--- src/rtl/uart_rx_if.sv ---
// Bus port of the UART receiver: chip-select/read-strobe access, read data
// and the interrupt line. The CPU/memory_io side uses master, the receiver slave.
interface uart_rx_if;
    logic       cs_n;
    logic       rd_n;
    logic       addr;
    logic [7:0] rd_data;
    logic       irq;

    modport master (
        output cs_n,
        output rd_n,
        output addr,
        input  rd_data,
        input  irq
    );

    modport slave (
        input  cs_n,
        input  rd_n,
        input  addr,
        output rd_data,
        output irq
    );
endinterface

--- src/rtl/uart_rx.sv ---
// 8N1 serial receiver with a small receive FIFO and a polled/interrupt bus port.
// Bus handshake: an access is the active-low cs_n/rd_n strobe pair; it starts on
// the first clock where both are low after a clock where they were not, and a
// held strobe counts as a single access. rd_data is loaded at the access-start
// edge and holds until the next access start. There is no ready/wait: every
// access completes in one clock.
module uart_rx #(
    parameter int CLK_DIV    = 434,
    parameter int FIFO_DEPTH = 4
) (
    input  logic       clk,
    input  logic       reset,
    input  logic       rxd,
    uart_rx_if.slave   bus,
    output logic [2:0] state_dbg
);
    localparam int            AW       = $clog2(FIFO_DEPTH);
    localparam logic [15:0]   DIV_FULL = 16'(CLK_DIV);
    localparam logic [15:0]   DIV_HALF = 16'(CLK_DIV / 2);
    localparam logic [AW:0]   FULL_CNT = (AW + 1)'(FIFO_DEPTH);
    localparam logic [AW:0]   ONE_CNT  = (AW + 1)'(1);

    typedef enum logic [2:0] {
        IDLE      = 3'd0,
        START     = 3'd1,
        DATA      = 3'd2,
        STOP      = 3'd3,
        WAIT_IDLE = 3'd4
    } state_t;

    state_t      state, state_next;
    logic [15:0] cnt, cnt_next;
    logic [2:0]  bit_idx, bit_next;
    logic [7:0]  shreg, sh_next;
    logic        push, ferr_set;
    logic        rx_meta, rxs;

    logic [7:0]  mem [FIFO_DEPTH];
    logic [AW-1:0] head, tail;
    logic [AW:0] count, count_next;
    logic        overrun, ferr;
    logic        acc, acc_q, acc_start, pop, push_ok, ovr_set, stat_rd;
    logic        empty, full, busy, expire;
    logic [7:0]  status, rd_q;
    logic        irq_q;

    assign expire    = (cnt == 16'd1);
    assign empty     = (count == '0);
    assign full      = (count == FULL_CNT);
    assign busy      = (state != IDLE);
    assign acc       = ~bus.cs_n & ~bus.rd_n;
    assign acc_start = acc & ~acc_q;
    assign pop       = acc_start & ~bus.addr & ~empty;
    assign stat_rd   = acc_start & bus.addr;
    // A full FIFO still accepts the byte when a pop frees a slot in the same edge.
    assign push_ok   = push & (~full | pop);
    assign ovr_set   = push & full & ~pop;
    assign status    = {3'b000, busy, full, ferr, overrun, ~empty};
    assign state_dbg = state;
    assign bus.rd_data = rd_q;
    assign bus.irq     = irq_q;

    // Two-flop synchroniser for the asynchronous serial line, idle high.
    always_ff @(posedge clk or posedge reset) begin
        if (reset) begin
            rx_meta <= 1'b1;
            rxs     <= 1'b1;
        end else begin
            rx_meta <= rxd;
            rxs     <= rx_meta;
        end
    end

    // Receiver state, bit timer, bit index and shift register.
    always_ff @(posedge clk or posedge reset) begin
        if (reset) begin
            state   <= IDLE;
            cnt     <= '0;
            bit_idx <= '0;
            shreg   <= '0;
        end else begin
            state   <= state_next;
            cnt     <= cnt_next;
            bit_idx <= bit_next;
            shreg   <= sh_next;
        end
    end

    // Frame sequencing: half a bit to the start-bit centre, then one bit per sample.
    always_comb begin
        state_next = state;
        cnt_next   = cnt;
        bit_next   = bit_idx;
        sh_next    = shreg;
        push       = 1'b0;
        ferr_set   = 1'b0;
        if (state != IDLE && state != WAIT_IDLE && !expire) begin
            cnt_next = cnt - 16'd1;
        end
        case (state)
            IDLE: begin
                if (!rxs) begin
                    state_next = START;
                    cnt_next   = DIV_HALF;
                end
            end
            START: begin
                if (expire) begin
                    if (!rxs) begin
                        state_next = DATA;
                        cnt_next   = DIV_FULL;
                        bit_next   = '0;
                    end else begin
                        state_next = IDLE;
                    end
                end
            end
            DATA: begin
                if (expire) begin
                    sh_next  = {rxs, shreg[7:1]};
                    cnt_next = DIV_FULL;
                    bit_next = bit_idx + 3'd1;
                    if (bit_idx == 3'd7) begin
                        state_next = STOP;
                    end
                end
            end
            STOP: begin
                if (expire) begin
                    if (rxs) begin
                        push       = 1'b1;
                        state_next = IDLE;
                    end else begin
                        ferr_set   = 1'b1;
                        state_next = WAIT_IDLE;
                    end
                end
            end
            WAIT_IDLE: begin
                if (rxs) begin
                    state_next = IDLE;
                end
            end
            default: state_next = IDLE;
        endcase
    end

    // Occupancy after this edge: pop is applied before push.
    always_comb begin
        count_next = count;
        if (pop) begin
            count_next = count_next - ONE_CNT;
        end
        if (push_ok) begin
            count_next = count_next + ONE_CNT;
        end
    end

    // FIFO storage; contents need no reset because occupancy guards every read.
    always_ff @(posedge clk) begin
        if (push_ok) begin
            mem[tail] <= shreg;
        end
    end

    // FIFO pointers, occupancy and sticky error flags (a new error beats a clear).
    always_ff @(posedge clk or posedge reset) begin
        if (reset) begin
            head    <= '0;
            tail    <= '0;
            count   <= '0;
            overrun <= 1'b0;
            ferr    <= 1'b0;
        end else begin
            if (pop) begin
                head <= head + 1'b1;
            end
            if (push_ok) begin
                tail <= tail + 1'b1;
            end
            count <= count_next;
            if (ovr_set) begin
                overrun <= 1'b1;
            end else if (stat_rd) begin
                overrun <= 1'b0;
            end
            if (ferr_set) begin
                ferr <= 1'b1;
            end else if (stat_rd) begin
                ferr <= 1'b0;
            end
        end
    end

    // Bus side: access-start detection, registered read data and interrupt.
    always_ff @(posedge clk or posedge reset) begin
        if (reset) begin
            acc_q <= 1'b0;
            rd_q  <= '0;
            irq_q <= 1'b0;
        end else begin
            acc_q <= acc;
            irq_q <= (count_next != '0);
            if (acc_start) begin
                if (bus.addr) begin
                    rd_q <= status;
                end else if (!empty) begin
                    rd_q <= mem[head];
                end else begin
                    rd_q <= 8'h00;
                end
            end
        end
    end
endmodule
--- src/flat_wrapper.sv ---
// flat-port wrapper written by rule: the top's interface ports become plain ports
module uart_rx_flat 
#(
    parameter int CLK_DIV    = 434,
    parameter int FIFO_DEPTH = 4
)
  (clk, reset, rxd, state_dbg, bus_cs_n, bus_rd_n, bus_addr, bus_rd_data, bus_irq);
  uart_rx_if bus_i ();
  input  logic clk;
  input  logic reset;
  input  logic rxd;
  output logic [2:0] state_dbg;
  input wire logic [$bits(bus_i.cs_n)-1:0] bus_cs_n;
  input wire logic [$bits(bus_i.rd_n)-1:0] bus_rd_n;
  input wire logic [$bits(bus_i.addr)-1:0] bus_addr;
  output wire logic [$bits(bus_i.rd_data)-1:0] bus_rd_data;
  output wire logic [$bits(bus_i.irq)-1:0] bus_irq;
  assign bus_i.cs_n = bus_cs_n;
  assign bus_i.rd_n = bus_rd_n;
  assign bus_i.addr = bus_addr;
  assign bus_rd_data = bus_i.rd_data;
  assign bus_irq = bus_i.irq;
  uart_rx #(.CLK_DIV(CLK_DIV), .FIFO_DEPTH(FIFO_DEPTH)) u_core (.clk(clk), .reset(reset), .rxd(rxd), .bus(bus_i), .state_dbg(state_dbg));
endmodule
--- config.mk ---
export PLATFORM = sky130hd
export DESIGN_NAME = uart_rx_flat
export DESIGN_NICKNAME = d
export VERILOG_FILES = /design/src/rtl/uart_rx_if.sv /design/src/rtl/uart_rx.sv /design/src/flat_wrapper.sv
export SDC_FILE = /design/constraint.sdc
export NUM_CORES = 1
export LEC_CHECK = 0
export ABC_AREA = 1
export CORE_MARGIN = 5
export CORE_UTILIZATION = 45
export CTS_BUF_LIST = sky130_fd_sc_hd__clkbuf_4 sky130_fd_sc_hd__clkbuf_8 sky130_fd_sc_hd__clkbuf_16
export CTS_CLUSTER_DIAMETER = 50
export DETAILED_ROUTE_END_ITERATION = 10
export SETUP_SLACK_MARGIN = 0.3
export SYNTH_ARGS = -nofsm -noshare
export SYNTH_HDL_FRONTEND = slang
export SYNTH_SLANG_ARGS = --single-unit
--- constraint.sdc ---
create_clock -name clk -period 2.92 [get_ports clk]
set_input_delay 0.584 -clock clk [delete_from_list [all_inputs] [get_ports clk]]
set_output_delay 0.584 -clock clk [all_outputs]
set_load 0.05 [all_outputs]
==> impl_metrics.json, run 1 <==
{
  "status": "complete, no violations",
  "grt_first_pass_wirelength_um": 13200,
  "grt_pass1_vias": 2663,
  "rsz0062_at_grt": "false",
  "die_w_um": 103,
  "path_clk_slew_ps": 90,
  "yosysSeqAreaShare_pct": 57.5,
  "clockBufferDepth": 2,
  "fmax_mhz": 443,
  "startpoint": "u_core.state_dbg[2]$_DFFE_PP0P_",
  "maxCapViolations": 0,
  "portBuffers": 17,
  "cp-start-kind": "flop",
  "fin_crit_sh_pct": 77.4,
  "postCtsSetupRepairBufs": 0,
  "grt_util_all_layers_pct": 16.0,
  "r2r_slack_ps": 930,
  "worstSetupPathType": "flop to primary output",
  "boundaryPins": 18,
  "die_area_um2": 10600,
  "syn-cell-area_um2": 3900,
  "start_util_pct": 45.3,
  "p_leak_nw": 2.12,
  "core_um2": 8590,
  "regToRegEndpoint": "u_core.bus.irq$_DFF_PP0_",
  "htreeDepth": 3,
  "tns_ps": 0,
  "grt-ovfl-total": 0,
  "cts.sinks": 83,
  "drtIter0Drc": 128,
  "vias_per_cell": 5.03,
  "worstSetupEndpoint": "state_dbg[2]",
  "fill_cells": 824,
  "timing.rr.start": "u_core.count[0]$_DFF_PP0_",
  "cts_root_buffer": "clkbuf_8",
  "wire_per_inst_um": 13.7,
  "cp_top_family": "buffers and inverters",
  "num_antenna_cells": 0,
  "slew_headroom_pct": 57.8,
  "syn_avg_cell_area_um2": 9.39,
  "cp.depth": 1,
  "hold_buffers": 0,
  "p_per_area_nw_per_um2": 658,
  "hold_viol": 0,
  "tightest_slew_ps": 633,
  "cp.required_ps": 2340,
  "skew_ps": 14.0,
  "nets": 460,
  "die_h_um": 103,
  "ctsResizeCount": 0,
  "fp-row-count": 34,
  "holdWs_ps": 362,
  "drive_gt1_share_pct": 10.5,
  "syn_nets": 432,
  "drtPass1Iterations": 5,
  "slew_viol_final": 0,
  "fin_crit_ps": 2260,
  "cts_tree": "done",
  "reg2reg_depth": 10,
  "critPathMaxStageDelay_ps": 850,
  "cp_num_buf_inv": 1,
  "end_kind": "primary output",
  "final_antenna_net_count": 0,
  "ys_warn_count": 0,
  "vias": 2794,
  "cts_buffers": 9,
  "worst_ir_drop_vdd_mv": 0.249,
  "setup_viol_count_final": 0,
  "syn2layout_area_growth_pct": 13.0,
  "syn-instance-count": 415,
  "ys_ff_latch": 83,
  "worstHoldPathCells": 0,
  "clk_latency_ps": 370,
  "grt_start_max_net_pins": 52,
  "worstPathCellList": "clkdlybuf4s50_1",
  "antenna_found_initial": 0,
  "wirelength_um": 7630,
  "drcViolationCount": 0,
  "hpwl_um": 5500,
  "worstHoldPathType": "flop to flop",
  "synth_cell_types": 38,
  "critPathSlowestCell": "clkdlybuf4s50_1",
  "gp_congestion": 0.823,
  "path_max_fanout": 6,
  "crit_arrival_ps": 1680
}
-- state kept, by name, indices dropped and copies added (netlist names), 2 cells and up --
register,cells
u_core.mem,32
u_core.cnt,16
u_core.bus.rd_data,8
u_core.shreg,8
u_core.bit_idx,3
u_core.count,3
u_core.state_dbg,3
u_core.head,2
u_core.tail,2
-- per-stage QoR --
step | setup WS [ps] | cells | utilization [%] | instance area, um2 | power, W
2_1_floorplan | 897 | 415 | - | 3900 | 0.00191
3_3_place_gp | 546 | 540 | 49.0 | 4210 | 0.00211
3_5_place_dp | 484 | 540 | 49.0 | 4210 | 0.00212
4_1_cts | 636 | 556 | 51.2 | 4400 | 0.00293
5_1_grt | 572 | 556 | 51.2 | 4400 | 0.00307
6_report | 661 | 556 | 51.2 | 4400 | 0.00289
-- cells in the mapped netlist, drive strengths merged --
cell      n  area share [%]
a21oi     2            0.26
a22o      5             1.1
a22oi     2            0.39
a31oi     1            0.16
a32o      1            0.26
buf       3            0.55
clkbuf    2            0.19
clkinv    1           0.096
dfrtp    49              31
dfstp     2             1.3
edfxtp   32              25
ha       11             3.5
inv      49             4.8
nand2   109              11
nand3    13             1.8
nand3b    1            0.19
nand4     4            0.80
nor2     67             7.5
nor3      2            0.26
nor4      1            0.16
o211ai    5            0.96
o21ai    32             4.1
o22ai     8             1.3
or2       1            0.16
xnor2     1            0.22
xor2     11             2.5
-- placed cells by master, fill, tap and decap left out, types with 3 or more instances in the layout --
master and instances:
nand3_1 12, buf_4 5, dfrtp_1 49, nor2_1 61
a22o_1 5, o211ai_1 5, xor2_1 11, inv_1 38
nor2_2 3, o22ai_1 8, inv_2 10, o21ai_1 6
nand2_2 3, nand2_1 104, nand4_1 3, clkdlybuf4s50_1 17
edfxtp_1 32, o21ai_0 26, ha_1 11, inv_8 3
clkbuf_8 9
-- worst min-delay path by stage --
stage                             startpoint                    to  slack (ps)
global placement    u_core.rx_meta$_DFF_PP1_  u_core.rxs$_DFF_PP1_         350
global route        u_core.rx_meta$_DFF_PP1_  u_core.rxs$_DFF_PP1_         370
CTS                 u_core.rx_meta$_DFF_PP1_  u_core.rxs$_DFF_PP1_         360
finish              u_core.rx_meta$_DFF_PP1_  u_core.rxs$_DFF_PP1_         360
floorplan           u_core.rx_meta$_DFF_PP1_  u_core.rxs$_DFF_PP1_         350
detailed placement  u_core.rx_meta$_DFF_PP1_  u_core.rxs$_DFF_PP1_         350
-- where the power goes --
group	switching, W	leakage (nW)	internal [W]	total, W
Clock	0.000467	0.0962	0.000334	0.000801
Combinational	0.000472	1.00	0.000251	0.000723
Sequential	0.0000873	1.03	0.00128	0.00137
-- logic make-up (layout without fill, tap and decap cells) --
family                     Yosys count  after routing  synth area share, %
and+or+nand+nor                    198            198                 22.1
adders and majority gates           11             11                 3.53
buffers and inverters               55             88                 5.62
DFF                                 83             83                 57.5
xor gates and xnor gates            12             12                 2.70
AOI/OAI and AO/OA                   56             56                 8.54
-- layer usage --
metal	routed length, um	GRT usage (%)
met1	3760	23.0
met2	3360	23.6
met3	318	3.04
met4	189	6.97
met5	0	0
-- cell type report --
class | count | area (um2) | area share [%]
inverter | 50 | 190 | 4.32
tap | 108 | 135 | 3.07
timing repair buffer | 22 | 208 | 4.72
clock inverter | 7 | 67.6 | 1.53
sequential | 83 | 2240 | 50.9
clock buffer | 9 | 124 | 2.81
multi-input combinational | 277 | 1440 | 32.7
(Power assumes the default switching activity.)
==> run 2: changes to the inputs <==
==> constraint.sdc (replaced) <==
create_clock -name clk -period 2.34 [get_ports clk]
set_input_delay 0.468 -clock clk [delete_from_list [all_inputs] [get_ports clk]]
set_output_delay 0.468 -clock clk [all_outputs]
set_load 0.05 [all_outputs]
==> run 2 against run 1 <==
Net effect:
- register-to-register slack worse by 460 ps
- global-route usage is 0.18 points higher
- die area stayed put
- wire length up 3.3%
==> impl_metrics.json, run 2 (synthesis results as in run 1) <==
{
  "portBuffers": 17,
  "gr-usage-met2_pct": 24.7,
  "fin_crit_ps": 2000,
  "die_area_um2": 10600,
  "tightest_slew_ps": 528,
  "drtIter0Drc": 121,
  "grt_start_max_net_pins": 33,
  "maxCapViolations": 0,
  "clockBufferDepth": 2,
  "fmax_mhz": 500,
  "gr-usage-met3_pct": 3.45,
  "final_cell_mix": "nand2_1 (104), nor2_1 (61), dfrtp_1 (49)",
  "hold_viol": 0,
  "antenna_found_initial": 0,
  "path_clk_slew_ps": 90,
  "vias_per_cell": 5.03,
  "die_h_um": 103,
  "layout_commonest_cell": "nand2_1",
  "seqPwrFrac_pct": 46.5,
  "syn2layout_area_growth_pct": 14.2,
  "boundaryPins": 18,
  "largestRegisters": "u_core.mem: 32 flops, u_core.cnt: 16 flops",
  "die_w_um": 103,
  "final_antenna_net_count": 0,
  "skew_ps": 14.0,
  "tns_ps": 0,
  "core_um2": 8590,
  "htreeDepth": 3,
  "drcViolationCount": 0,
  "grt_first_pass_wirelength_um": 13100,
  "switchingPower_w": 0.00125,
  "fin_crit_sh_pct": 85.4,
  "worst_ir_drop_vdd_mv": 0.292,
  "p_leak_nw": 2.19,
  "status": "complete, no violations",
  "drive_gt1_share_pct": 11.5,
  "cts_root_buffer": "clkbuf_8",
  "slew_headroom_pct": 64.7,
  "hpwl_um": 5740,
  "busiest_layer": "met2",
  "critPathSlowestCell": "clkdlybuf4s50_1",
  "nets": 465,
  "cp.required_ps": 1870,
  "wirelength_um": 7880,
  "grt_pass1_vias": 2668,
  "cts.sinks": 83,
  "critPathMaxStageDelay_ps": 810,
  "hold_buffers": 0,
  "slew_viol_final": 0,
  "cp_top_family": "buffers and inverters",
  "end_kind": "primary output",
  "worstHoldPathType": "flop to flop",
  "path_max_fanout": 2,
  "p_sw_share_pct": 34.9,
  "wire_per_inst_um": 14.0,
  "vias": 2820,
  "grt-ovfl-total": 0,
  "internal_power_w": 0.00233,
  "cp_num_buf_inv": 1,
  "gp_congestion": 0.874,
  "final_util_pct": 51.8,
  "cts_buffers": 9,
  "fill_cells": 772,
  "largest-register": "u_core.mem",
  "worstSetupPathType": "flop to primary output",
  "largest_reg_flops": 32,
  "cts_tree": "done",
  "drtPass1Iterations": 4,
  "cp-start-kind": "flop",
  "clk_latency_ps": 360,
  "crit_arrival_ps": 1530,
  "start_util_pct": 45.3,
  "combPwrFrac_pct": 26.4,
  "fp-row-count": 34,
  "setup_viol_count_final": 0,
  "rsz0062_at_grt": "false",
  "clkPwrFrac_pct": 27.1,
  "use_met1_pct": 22.7,
  "worstPathCellList": "clkdlybuf4s50_1",
  "num_antenna_cells": 0,
  "grt_util_all_layers_pct": 16.2,
  "postCtsSetupRepairBufs": 0,
  "p_per_area_nw_per_um2": 806
}
## run 2: cell count changes in the layout (fill, tap and decap cells not counted)
cell,delta
inv_8,-1
clkinv_2,+1
clkinvlp_4,+1
clkdlybuf4s50_1,-6
dlygate4sd2_1,+3
inv_6,-1
buf_12,+1
buf_4,+4
dlymetal6s2s_1,+3
## run 2: worst reg2reg max path: stages (launching register included)
cell and delay, ps:
dfrtp_1 360, inv_1 70, ha_1 210, nand2_1 100
nand4_1 150, o21ai_0 310, ha_1 290, nand2_1 60
nand2_1 60, nor2_1 100, nand2_1 60
## run 2: routing by layer
layer | vias up | share of wire (%)
li1 | 1416 | -
met1 | 1336 | 47
met2 | 58 | 46
met3 | 10 | 4.7
met4 | 0 | 1.6
met5 | - | 0
## run 2: final timing paths
kind                                                   startpoint                        to  slack [ps]  cells after the start
worst max-delay path            u_core.bus.rd_data[5]$_DFFE_PP0P_            bus_rd_data[5]         340                      1
worst min-delay path                     u_core.rx_meta$_DFF_PP1_      u_core.rxs$_DFF_PP1_         370                      0
worst max register to register          u_core.count[0]$_DFF_PP0_  u_core.bus.irq$_DFF_PP0_         470                     10
worst min register to register           u_core.rx_meta$_DFF_PP1_      u_core.rxs$_DFF_PP1_         370                      0
max in group asynchronous                                   reset      u_core.rxs$_DFF_PP1_        1300                      3
min in group asynchronous                                   reset  u_core.bus.irq$_DFF_PP0_         430                      2
## run 2: final cells by class
cell class	count	area (um2)	share of cell area [%]
inverter	50	190	4.28
timing repair buffer	27	262	5.88
multi-input combinational	277	1440	32.3
sequential	83	2240	50.4
clock inverter	7	60.1	1.35
clock buffer	9	124	2.78
tap	108	135	3.04
## run 2: what timing repair did
item / in CTS / in global routing
setup endpoints to repair: 3 / 3
hold endpoints to repair: 0 / 0
resized for setup: 3 / 3
## run 2: power groups by stage
| stage | clock network, W | registers [W] | logic, W |
|---|---|---|---|
| final | 0.000972 | 0.00167 | 0.000947 |
| after floorplan | 0 | 0.00188 | 0.000499 |
| after CTS | 0.00101 | 0.00167 | 0.000960 |
| after global placement | 0 | 0.00170 | 0.000957 |
| after global routing | 0.00107 | 0.00168 | 0.00105 |
| after detailed placement | 0 | 0.00170 | 0.000957 |
## run 2: metrics by stage
step | setup slack, ps | power (W) | instance area [um2] | instances | hold slack, ps
floorplan | 317 | 0.00238 | 3900 | 415 | 345
global placement | 119 | 0.00266 | 4260 | 545 | 345
detailed placement | 101 | 0.00266 | 4260 | 545 | 353
CTS | 308 | 0.00364 | 4440 | 561 | 375
global route | 300 | 0.00380 | 4450 | 561 | 379
finish | 341 | 0.00359 | 4450 | 561 | 373
==> run 3: changes to the inputs <==
--- a/config.mk
+++ b/config.mk
@@ -6,12 +6,13 @@
 export NUM_CORES = 1
 export LEC_CHECK = 0
 export ABC_AREA = 1
-export CORE_MARGIN = 5
+export CORE_MARGIN = 3
 export CORE_UTILIZATION = 45
 export CTS_BUF_LIST = sky130_fd_sc_hd__clkbuf_4 sky130_fd_sc_hd__clkbuf_8 sky130_fd_sc_hd__clkbuf_16
 export CTS_CLUSTER_DIAMETER = 50
 export DETAILED_ROUTE_END_ITERATION = 10
 export SETUP_SLACK_MARGIN = 0.3
+export SKIP_CTS_REPAIR_TIMING = 1
 export SYNTH_ARGS = -nofsm -noshare
 export SYNTH_HDL_FRONTEND = slang
 export SYNTH_SLANG_ARGS = --single-unit
==> constraint.sdc (replaced) <==
create_clock -name clk -period 2.35 [get_ports clk]
set_input_delay 0.47 -clock clk [delete_from_list [all_inputs] [get_ports clk]]
set_output_delay 0.47 -clock clk [all_outputs]
set_load 0.05 [all_outputs]
==> run 3 against run 2 <==
Net effect:
- core utilization is 1.8 points higher
- critical path depth stayed put
- first-iteration DRC count is 2.5% higher
- non-clock buffer count shrank 1
- via count rose by 0.18%
- final area hardly changed
- wire length rose by 0.18%
- combinational power fell by 5.4%
- die area decreased by 7.6%
- sequential power hardly changed
- worst hold slack got worse by 15 ps
- largest power group unchanged
- highest routed layer unchanged
==> impl_metrics.json, run 3 (synthesis results as in run 1) <==
{
  "design_area_um2": 4440,
  "grt_first_pass_wirelength_um": 13600,
  "num_antenna_cells": 0,
  "worstPathCellList": "clkdlybuf4s50_1",
  "largest-register": "u_core.mem",
  "fp-row-count": 33,
  "vias": 2825,
  "tns_ps": 0,
  "die_area_um2": 9810,
  "placed_area_um2": 4250,
  "largestRegisters": "u_core.mem: 32 flops, u_core.cnt: 16 flops",
  "skew_ps": 10.2,
  "syn2layout_area_growth_pct": 14.1,
  "worstHoldPathType": "flop to flop",
  "p_per_area_nw_per_um2": 802,
  "setup_viol_count_final": 0,
  "slew_viol_final": 0,
  "cts_buffers": 9,
  "p_leak_nw": 2.22,
  "fmax_mhz": 504,
  "cp.required_ps": 1880,
  "wire_per_inst_um": 14.2,
  "end_kind": "primary output",
  "nets": 464,
  "cp_top_family": "buffers and inverters",
  "slew_headroom_pct": 66.0,
  "cts_tree": "done",
  "maxCapViolations": 0,
  "wirelength_um": 7900,
  "path_clk_slew_ps": 90,
  "htreeDepth": 3,
  "holdWs_ps": 358,
  "grt_util_all_layers_pct": 17.5,
  "vias_per_cell": 5.07,
  "path_max_fanout": 2,
  "grt-ovfl-total": 0,
  "die_w_um": 99.1,
  "start_util_pct": 46.9,
  "gp_congestion": 0.820,
  "hpwl_um": 5650,
  "antenna_found_initial": 0,
  "drcViolationCount": 0,
  "finalPower_w": 0.00356,
  "drive_gt1_share_pct": 11.1,
  "largest_reg_flops": 32,
  "status": "complete, no violations",
  "final_antenna_net_count": 0,
  "cp-start-kind": "flop",
  "portBuffers": 17,
  "die_h_um": 99.1,
  "hold_viol": 0,
  "grt_start_max_net_pins": 52,
  "crit_arrival_ps": 1510,
  "critPathMaxStageDelay_ps": 800,
  "cts.sinks": 83,
  "worstSetupPathType": "flop to primary output",
  "fin_crit_sh_pct": 84.4,
  "boundaryPins": 18,
  "cts_root_buffer": "clkbuf_8",
  "cp_num_buf_inv": 1,
  "critPathSlowestCell": "clkdlybuf4s50_1",
  "worst_ir_drop_vdd_mv": 0.345,
  "clockBufferDepth": 2,
  "drtIter0Drc": 124,
  "tightest_slew_ps": 508,
  "fin_crit_ps": 1980,
  "drtPass1Iterations": 4,
  "final_cell_mix": "nand2_1 (104), nor2_1 (61), dfrtp_1 (49)",
  "core_um2": 8300,
  "rsz0062_at_grt": "false",
  "clk_latency_ps": 350,
  "grt_pass1_vias": 2770,
  "layout_commonest_cell": "nand2_1"
}
==> run 3: path summary, 6_finish.rpt <==
kind                                                   startpoint                    endpoint  slack, ps  cells after the start
worst max-delay path            u_core.bus.rd_data[3]$_DFFE_PP0P_              bus_rd_data[3]        370                      1
worst min-delay path                     u_core.rx_meta$_DFF_PP1_        u_core.rxs$_DFF_PP1_        360                      0
worst max register to register               u_core.rxs$_DFF_PP1_  u_core.mem[2][0]$_DFFE_PP_        500                      5
worst min register to register           u_core.rx_meta$_DFF_PP1_        u_core.rxs$_DFF_PP1_        360                      0
max in group asynchronous                                   reset        u_core.rxs$_DFF_PP1_       1570                      3
min in group asynchronous                                   reset   u_core.count[2]$_DFF_PP0_        460                      3
==> run 3: power by group <==
part / switching [W] / total [W] / internal, W
sequential: 0.000106 / 0.00170 / 0.00159
combinational: 0.000580 / 0.000896 / 0.000316
clock: 0.000559 / 0.000969 / 0.000410
==> run 3: worst register-to-register path, stage by stage (launching register included) <==
cell and delay (ps):
dfstp_2 570, inv_1 90, nor2_1 300, nand4_2 270, nor2_1 160, buf_4 190
==> run 3: cell type report <==
cell class / instances / area, um2
Clock buffer: 10 / 131
Clock inverter: 6 / 48.8
Fill cell: 733 / 3850
Inverter: 50 / 190
Multi-Input combinational cell: 277 / 1440
Sequential cell: 83 / 2240
Tap cell: 105 / 131
Timing Repair Buffer: 26 / 265
==> run 3: metal layers <==
metal	vias to the layer above	wire [um]	track usage [%]
li1	1420	-	-
met1	1337	3810	24.4
met5	-	0	0
met2	59	3660	27.6
met4	0	106	5.67
met3	9	320	3.47
==> run 3: per-stage QoR <==
step                util (%)  std cells  setup slack [ps]
floorplan                  -        415               327
CTS                     53.4        557               197
global placement        51.2        541               132
finish                  53.6        557               365
detailed placement      51.2        541               107
global route            53.6        557               303
